===== config.mk =====
export PLATFORM = sky130hd
export DESIGN_NAME = gb_timer
export DESIGN_NICKNAME = d
export VERILOG_FILES = /design/src/rtl/gb_timer_pkg.sv /design/src/rtl/gb_timer_div.sv /design/src/rtl/gb_timer.sv
export SDC_FILE = /design/constraint.sdc
export NUM_CORES = 1
export LEC_CHECK = 0
export CORE_MARGIN = 2
export CORE_UTILIZATION = 50
export CTS_CLUSTER_DIAMETER = 40
export CTS_CLUSTER_SIZE = 10
export DETAILED_ROUTE_END_ITERATION = 6
export PLACE_DENSITY_LB_ADDON = 0.05
export SLEW_MARGIN = 15
export SYNTH_ARGS = -nofsm -noshare
export SYNTH_HDL_FRONTEND = slang
export SYNTH_SLANG_ARGS = --single-unit

===== constraint.sdc =====
create_clock -name clk -period 3.1 [get_ports clk]
set_input_delay 0.31 -clock clk [delete_from_list [all_inputs] [get_ports clk]]
set_output_delay 0.31 -clock clk [all_outputs]
set_load 0.01 [all_outputs]

===== src/rtl/gb_timer_pkg.sv =====
// Shared timer definitions: register map, TAC clock-select encoding, reload FSM states.
// Latency: n/a (types and a pure helper only); no backpressure.
package gb_timer_pkg;

    localparam logic [15:0] ADR_DIV  = 16'hFF04;
    localparam logic [15:0] ADR_TIMA = 16'hFF05;
    localparam logic [15:0] ADR_TMA  = 16'hFF06;
    localparam logic [15:0] ADR_TAC  = 16'hFF07;

    // Encoding names reflect which divider bit feeds the tick.
    typedef enum logic [1:0] {
        TAC_SEL_9 = 2'b00,
        TAC_SEL_3 = 2'b01,
        TAC_SEL_5 = 2'b10,
        TAC_SEL_7 = 2'b11
    } tac_sel_t;

    typedef enum logic [1:0] {
        ST_IDLE   = 2'b00,
        ST_DELAY  = 2'b01,
        ST_RELOAD = 2'b10
    } state_t;

    function automatic logic tick_of(input logic [15:0] div, input logic [2:0] tac);
        logic bit_v;
        bit_v = div[9];
        case (tac_sel_t'(tac[1:0]))
            TAC_SEL_9: bit_v = div[9];
            TAC_SEL_3: bit_v = div[3];
            TAC_SEL_5: bit_v = div[5];
            TAC_SEL_7: bit_v = div[7];
        endcase
        return tac[2] & bit_v;
    endfunction

endpackage


===== src/rtl/gb_timer_div.sv =====
// Free-running 16-bit divider plus falling-edge detector on the TAC-selected tick; tick_fall is one cycle after the drop.
// No backpressure. GB_TIMER_GLITCH_EN lets DIV/TAC writes that drop the tick produce a fall.
module gb_timer_div
    import gb_timer_pkg::*;
(
    input  logic       clk,
    input  logic       reset,
    input  logic       div_wr,
    input  logic       tac_wr,
    input  logic [2:0] tac_cur,
    input  logic [2:0] tac_nxt,
    output logic [7:0] div_hi,
    output logic       tick_fall
);

    logic [15:0] div_q, div_d;
    logic        tick_hist_q, tick_hist_d;
    logic        tick_cur;

    always_comb begin
        div_d    = div_wr ? 16'h0000 : div_q + 16'd1;
        tick_cur = tick_of(div_q, tac_cur);
`ifdef GB_TIMER_GLITCH_EN
        tick_hist_d = tick_cur;
`else
        // Resync history to the post-write tick so a register write never looks like an edge.
        tick_hist_d = (div_wr || tac_wr) ? tick_of(div_d, tac_nxt) : tick_cur;
`endif
    end

`ifdef GB_TIMER_GLITCH_EN
    logic unused_glitch;
    assign unused_glitch = ^{tac_wr, tac_nxt};
`endif

    always_ff @(posedge clk) begin
        if (reset) begin
            div_q       <= 16'h0000;
            tick_hist_q <= 1'b0;
        end else begin
            div_q       <= div_d;
            tick_hist_q <= tick_hist_d;
        end
    end

    assign div_hi    = div_q[15:8];
    assign tick_fall = tick_hist_q & ~tick_cur;

endmodule


===== src/rtl/gb_timer.sv =====
// Game Boy DIV/TIMA/TMA/TAC timer with delayed TMA reload and irq; writes land at the strobe edge, reads are combinational.
// No backpressure. GB_TIMER_GLITCH_EN enables DMG-style increments on tick-dropping DIV/TAC writes.
module gb_timer
    import gb_timer_pkg::*;
#(
    parameter int RELOAD_DELAY = 4
) (
    input  logic        clk,
    input  logic        reset,
    input  logic [15:0] adr,
    input  logic [7:0]  din,
    input  logic        p_wr,
    input  logic        p_rd,
    output logic [7:0]  dout,
    output logic        sel,
    output logic        irq,
    input  logic        iack
);

    localparam int CNT_W = (RELOAD_DELAY > 2) ? $clog2(RELOAD_DELAY - 1) : 1;
    localparam logic [CNT_W-1:0] CNT_INIT = CNT_W'(RELOAD_DELAY - 2);

    logic [7:0]       tima_q, tima_d;
    logic [7:0]       tma_q, tma_d;
    logic [2:0]       tac_q, tac_d;
    state_t           state_q, state_d;
    logic [CNT_W-1:0] cnt_q, cnt_d;
    logic             irq_q, irq_d;

    logic       wr_div, wr_tima, wr_tma, wr_tac;
    logic [7:0] div_hi;
    logic       tick_fall;

    assign sel     = (adr[15:2] == ADR_DIV[15:2]);
    assign wr_div  = p_wr && (adr == ADR_DIV);
    assign wr_tima = p_wr && (adr == ADR_TIMA);
    assign wr_tma  = p_wr && (adr == ADR_TMA);
    assign wr_tac  = p_wr && (adr == ADR_TAC);

    gb_timer_div u_div (
        .clk       (clk),
        .reset     (reset),
        .div_wr    (wr_div),
        .tac_wr    (wr_tac),
        .tac_cur   (tac_q),
        .tac_nxt   (tac_d),
        .div_hi    (div_hi),
        .tick_fall (tick_fall)
    );

    always_comb begin
        dout = 8'hFF;
        if (sel && p_rd) begin
            if (adr == ADR_DIV)       dout = div_hi;
            else if (adr == ADR_TIMA) dout = tima_q;
            else if (adr == ADR_TMA)  dout = tma_q;
            else                      dout = {5'b11111, tac_q};
        end
    end

    always_comb begin
        tima_d  = tima_q;
        tma_d   = tma_q;
        tac_d   = tac_q;
        state_d = state_q;
        cnt_d   = cnt_q;
        irq_d   = irq_q;

        if (wr_tma) tma_d = din;
        if (wr_tac) tac_d = din[2:0];
        if (iack)   irq_d = 1'b0;

        // Ticks are ignored outside IDLE: TIMA sits at 00 until the reload lands.
        case (state_q)
            ST_IDLE: begin
                if (wr_tima) begin
                    tima_d = din;
                end else if (tick_fall) begin
                    tima_d = tima_q + 8'd1;
                    if (tima_q == 8'hFF) begin
                        state_d = ST_DELAY;
                        cnt_d   = CNT_INIT;
                    end
                end
            end
            ST_DELAY: begin
                if (wr_tima) begin
                    tima_d  = din;
                    state_d = ST_IDLE;
                end else if (cnt_q == '0) begin
                    state_d = ST_RELOAD;
                end else begin
                    cnt_d = cnt_q - CNT_W'(1);
                end
            end
            ST_RELOAD: begin
                tima_d  = tma_d;
                irq_d   = 1'b1;
                state_d = ST_IDLE;
            end
            default: state_d = ST_IDLE;
        endcase
    end

    always_ff @(posedge clk) begin
        if (reset) begin
            tima_q  <= 8'h00;
            tma_q   <= 8'h00;
            tac_q   <= 3'b000;
            state_q <= ST_IDLE;
            cnt_q   <= '0;
            irq_q   <= 1'b0;
        end else begin
            tima_q  <= tima_d;
            tma_q   <= tma_d;
            tac_q   <= tac_d;
            state_q <= state_d;
            cnt_q   <= cnt_d;
            irq_q   <= irq_d;
        end
    end

    assign irq = irq_q;

endmodule


==> reports/summary.txt <==
outcome = complete, no violations
post-synth top area share = 32.46%
H-Tree Depth = 2
post-route ant nets = 0
DRC = 0
Clock Tree Root = clkbuf_8
initial antenna violation count = 0
first-pass GRT wire length = 10290 um
Leak = 1.084 nW
Port-buffer cells = 38
layout cells sized above 1 = 9.915%
slowest CP cell = or4_4
flops & latches, synth = 41
Final Max Slew Viols = 0
slowest stage delay, CP = 0.54 ns
initial core utilization = 52.84%
most instantiated library cell after synthesis = nand2_1
sequential-to-total area share from yosys stat = 32.46%
FILL cells = 447
fin crit share = 93.51%
critical path cell sequence = clkdlybuf4s50_1, or4_4, nor4_2, buf_4, nand2_1, o211ai_1, o21ai_0, nand2_1, clkdlybuf4s50_1
Synth Net Count = 349
CTS max path bufs = 2
diode count = 0
fin cells = 420
RSZ-0062 raised after global routing = no
Synth cell types = 44
Die Width = 75.12 um
largest net degree at the start of global routing = 21
placed insts = 412
Die H = 75.12 um
worst hold path type = reg2reg
detailed-route wire length = 6218 um
RePlAce Congestion = 0.8224
syn_area_per_cell = 8.053 sq um
Highest Clock Rate = 0.3450 GHz
vias = 2404
Site Rows = 25
Min Hold Slack = 0.4687 ns
Total GRT Usage = 23.83%
Worst-Margin Slew = 0.6005 ns
CTS Sinks = 41
synth warn = 0
Fin Setup TNS = 0 ns
Layout Nets = 387
Vias per Instance = 5.724
Final Hold Fails = 0
crit path buf inv count = 3
Max Clock Skew = 0.006702 ns
largest area contributor in the netlist = dfxtp_1
Clock transition at path regs = 0.08 ns
first-iteration detailed-routing DRC count = 216
VDD IR max = 233.5 uV
Max Cap Viol = 0
P&R area growth vs syn = 22.61%
fin crit period = 2.899 ns
ys flop type = dfxtp_1
I/O pins = 39
DRT Pass-1 Iters = 4
PD cells = 344.0 nW/um^2
core area = 4786 sq um
Commonest cells post-synth = 44 x nand2_1, 41 x dfxtp_1, 36 x nor2_1
dpl hpwl = 4691 um
vias in the first global route = 2234
Die ar. = 5642 sq um
CTS tree = yes
Mapped Area = 2529 sq um
crit-path max FO = 7
Critical Path RT = 2.79 ns
total CTS buffers = 5
GRT Residual Overflow = 0
postcts setup bufs = 0
CP Launch Type = input port
routed length per instance = 14.80 um
number of hold buffers added after cts = 0
Post-CTS Resized = 0
crit path kind = in2out
Clk Latency, worst-skew pair = 0.29 ns
number of enable flip-flop cells after synthesis = 0
Worst setup EP type = primary output
Crit path arrival time = 2.59 ns
cell count after synthesis = 314
top cell family by delay on the critical path = buffers and inverters
endpoints failing setup = 0
relative slew slack = 59.66%
Synth async-reset ratio = 0%
largest cells by area after synthesis = dfxtp_1 32%, nand2_1 6.5%, mux2i_1 5.5%, nor2_1 5.3%, o211ai_1 4.2%
==> cell type report <==
type,instances,area (sq um),area share (%)
clock buffer,7,86.33,2.785
clock inverter,1,30.03,0.9685
inverter,9,33.78,1.090
multi-input combinational,245,1575,50.81
sequential,41,820.8,26.47
tap,67,83.83,2.704
timing repair buffer,50,470.5,15.17
==> sequential cells by signal (all words and copies together), names as in the netlist <==
register	flops
state_q	2
cnt_q	2
irq	1
tma_q	8
tac_q	3
u_div.div_q	16
u_div.tick_hist_q	1
tima_q	8
==> cell families after synthesis <==
kind of cell / synth area share, %
buffers and inverters: 5.245
adders and majority gates: 2.969
DFF: 32.46
xor gates and xnor gates: 6.234
AOI/OAI and AO/OA: 19.05
muxes: 9.550
and+or+nand+nor: 24.49
==> where the power goes <==
group	total [mW]	internal [mW]	switching (mW)
Sequential	0.533	0.529	0.00306
Combinational	0.0874	0.0467	0.0407
Clock	0.447	0.263	0.184
==> layout by cell type (no fill, tap or decap), types with 8 or more instances in the layout <==
| cell | Yosys | final |
|---|---|---|
| o21ai_0 | 13 | 13 |
| dfxtp_1 | 41 | 41 |
| mux2_2 | 9 | 9 |
| mux2i_1 | 14 | 14 |
| xnor2_1 | 10 | 10 |
| xor2_1 | 8 | 8 |
| nor2_1 | 36 | 36 |
| nand2_1 | 44 | 44 |
| nand3_1 | 13 | 13 |
| inv_1 | 9 | 9 |
| a21oi_1 | 8 | 8 |
| clkdlybuf4s50_1 | 0 | 38 |
| o211ai_1 | 14 | 14 |
| buf_4 | 1 | 12 |
==> final timing paths <==
check | start | cells past startpoint | slack, ns | endpoint
worst min register to register | u_div.div_q[0] | 1 | 0.47 | u_div.div_q[0]
worst max-delay path | adr[5] | 9 | 0.20 | dout[1]
worst max register to register | tac_q[0] | 6 | 0.90 | cnt_q[1]
worst min-delay path | u_div.div_q[0] | 1 | 0.47 | u_div.div_q[0]
==> stage by stage <==
| step | power, mW | util (%) | area, sq um | setup WS (ns) |
|---|---|---|---|---|
| global placement | 0.6317 | 62.35 | 2984 | 0.2405 |
| CTS | 1.076 | 64.78 | 3100 | 0.1937 |
| finish | 1.067 | 64.78 | 3100 | 0.2013 |
| floorplan | 0.5787 | - | 2529 | 0.6903 |
| global route | 1.104 | 64.78 | 3100 | 0.05581 |
| detailed placement | 0.6318 | 62.35 | 2984 | 0.2108 |
==> per-layer routing <==
| metal | part of all wire (%) | GRT usage [%] |
|---|---|---|
| met5 | 0 | 0 |
| met4 | 2.2 | 7.143 |
| met3 | 5.0 | 4.552 |
| met2 | 46 | 39.28 |
| met1 | 47 | 31.67 |
Note: power is estimated with default switching activity, not from simulation.
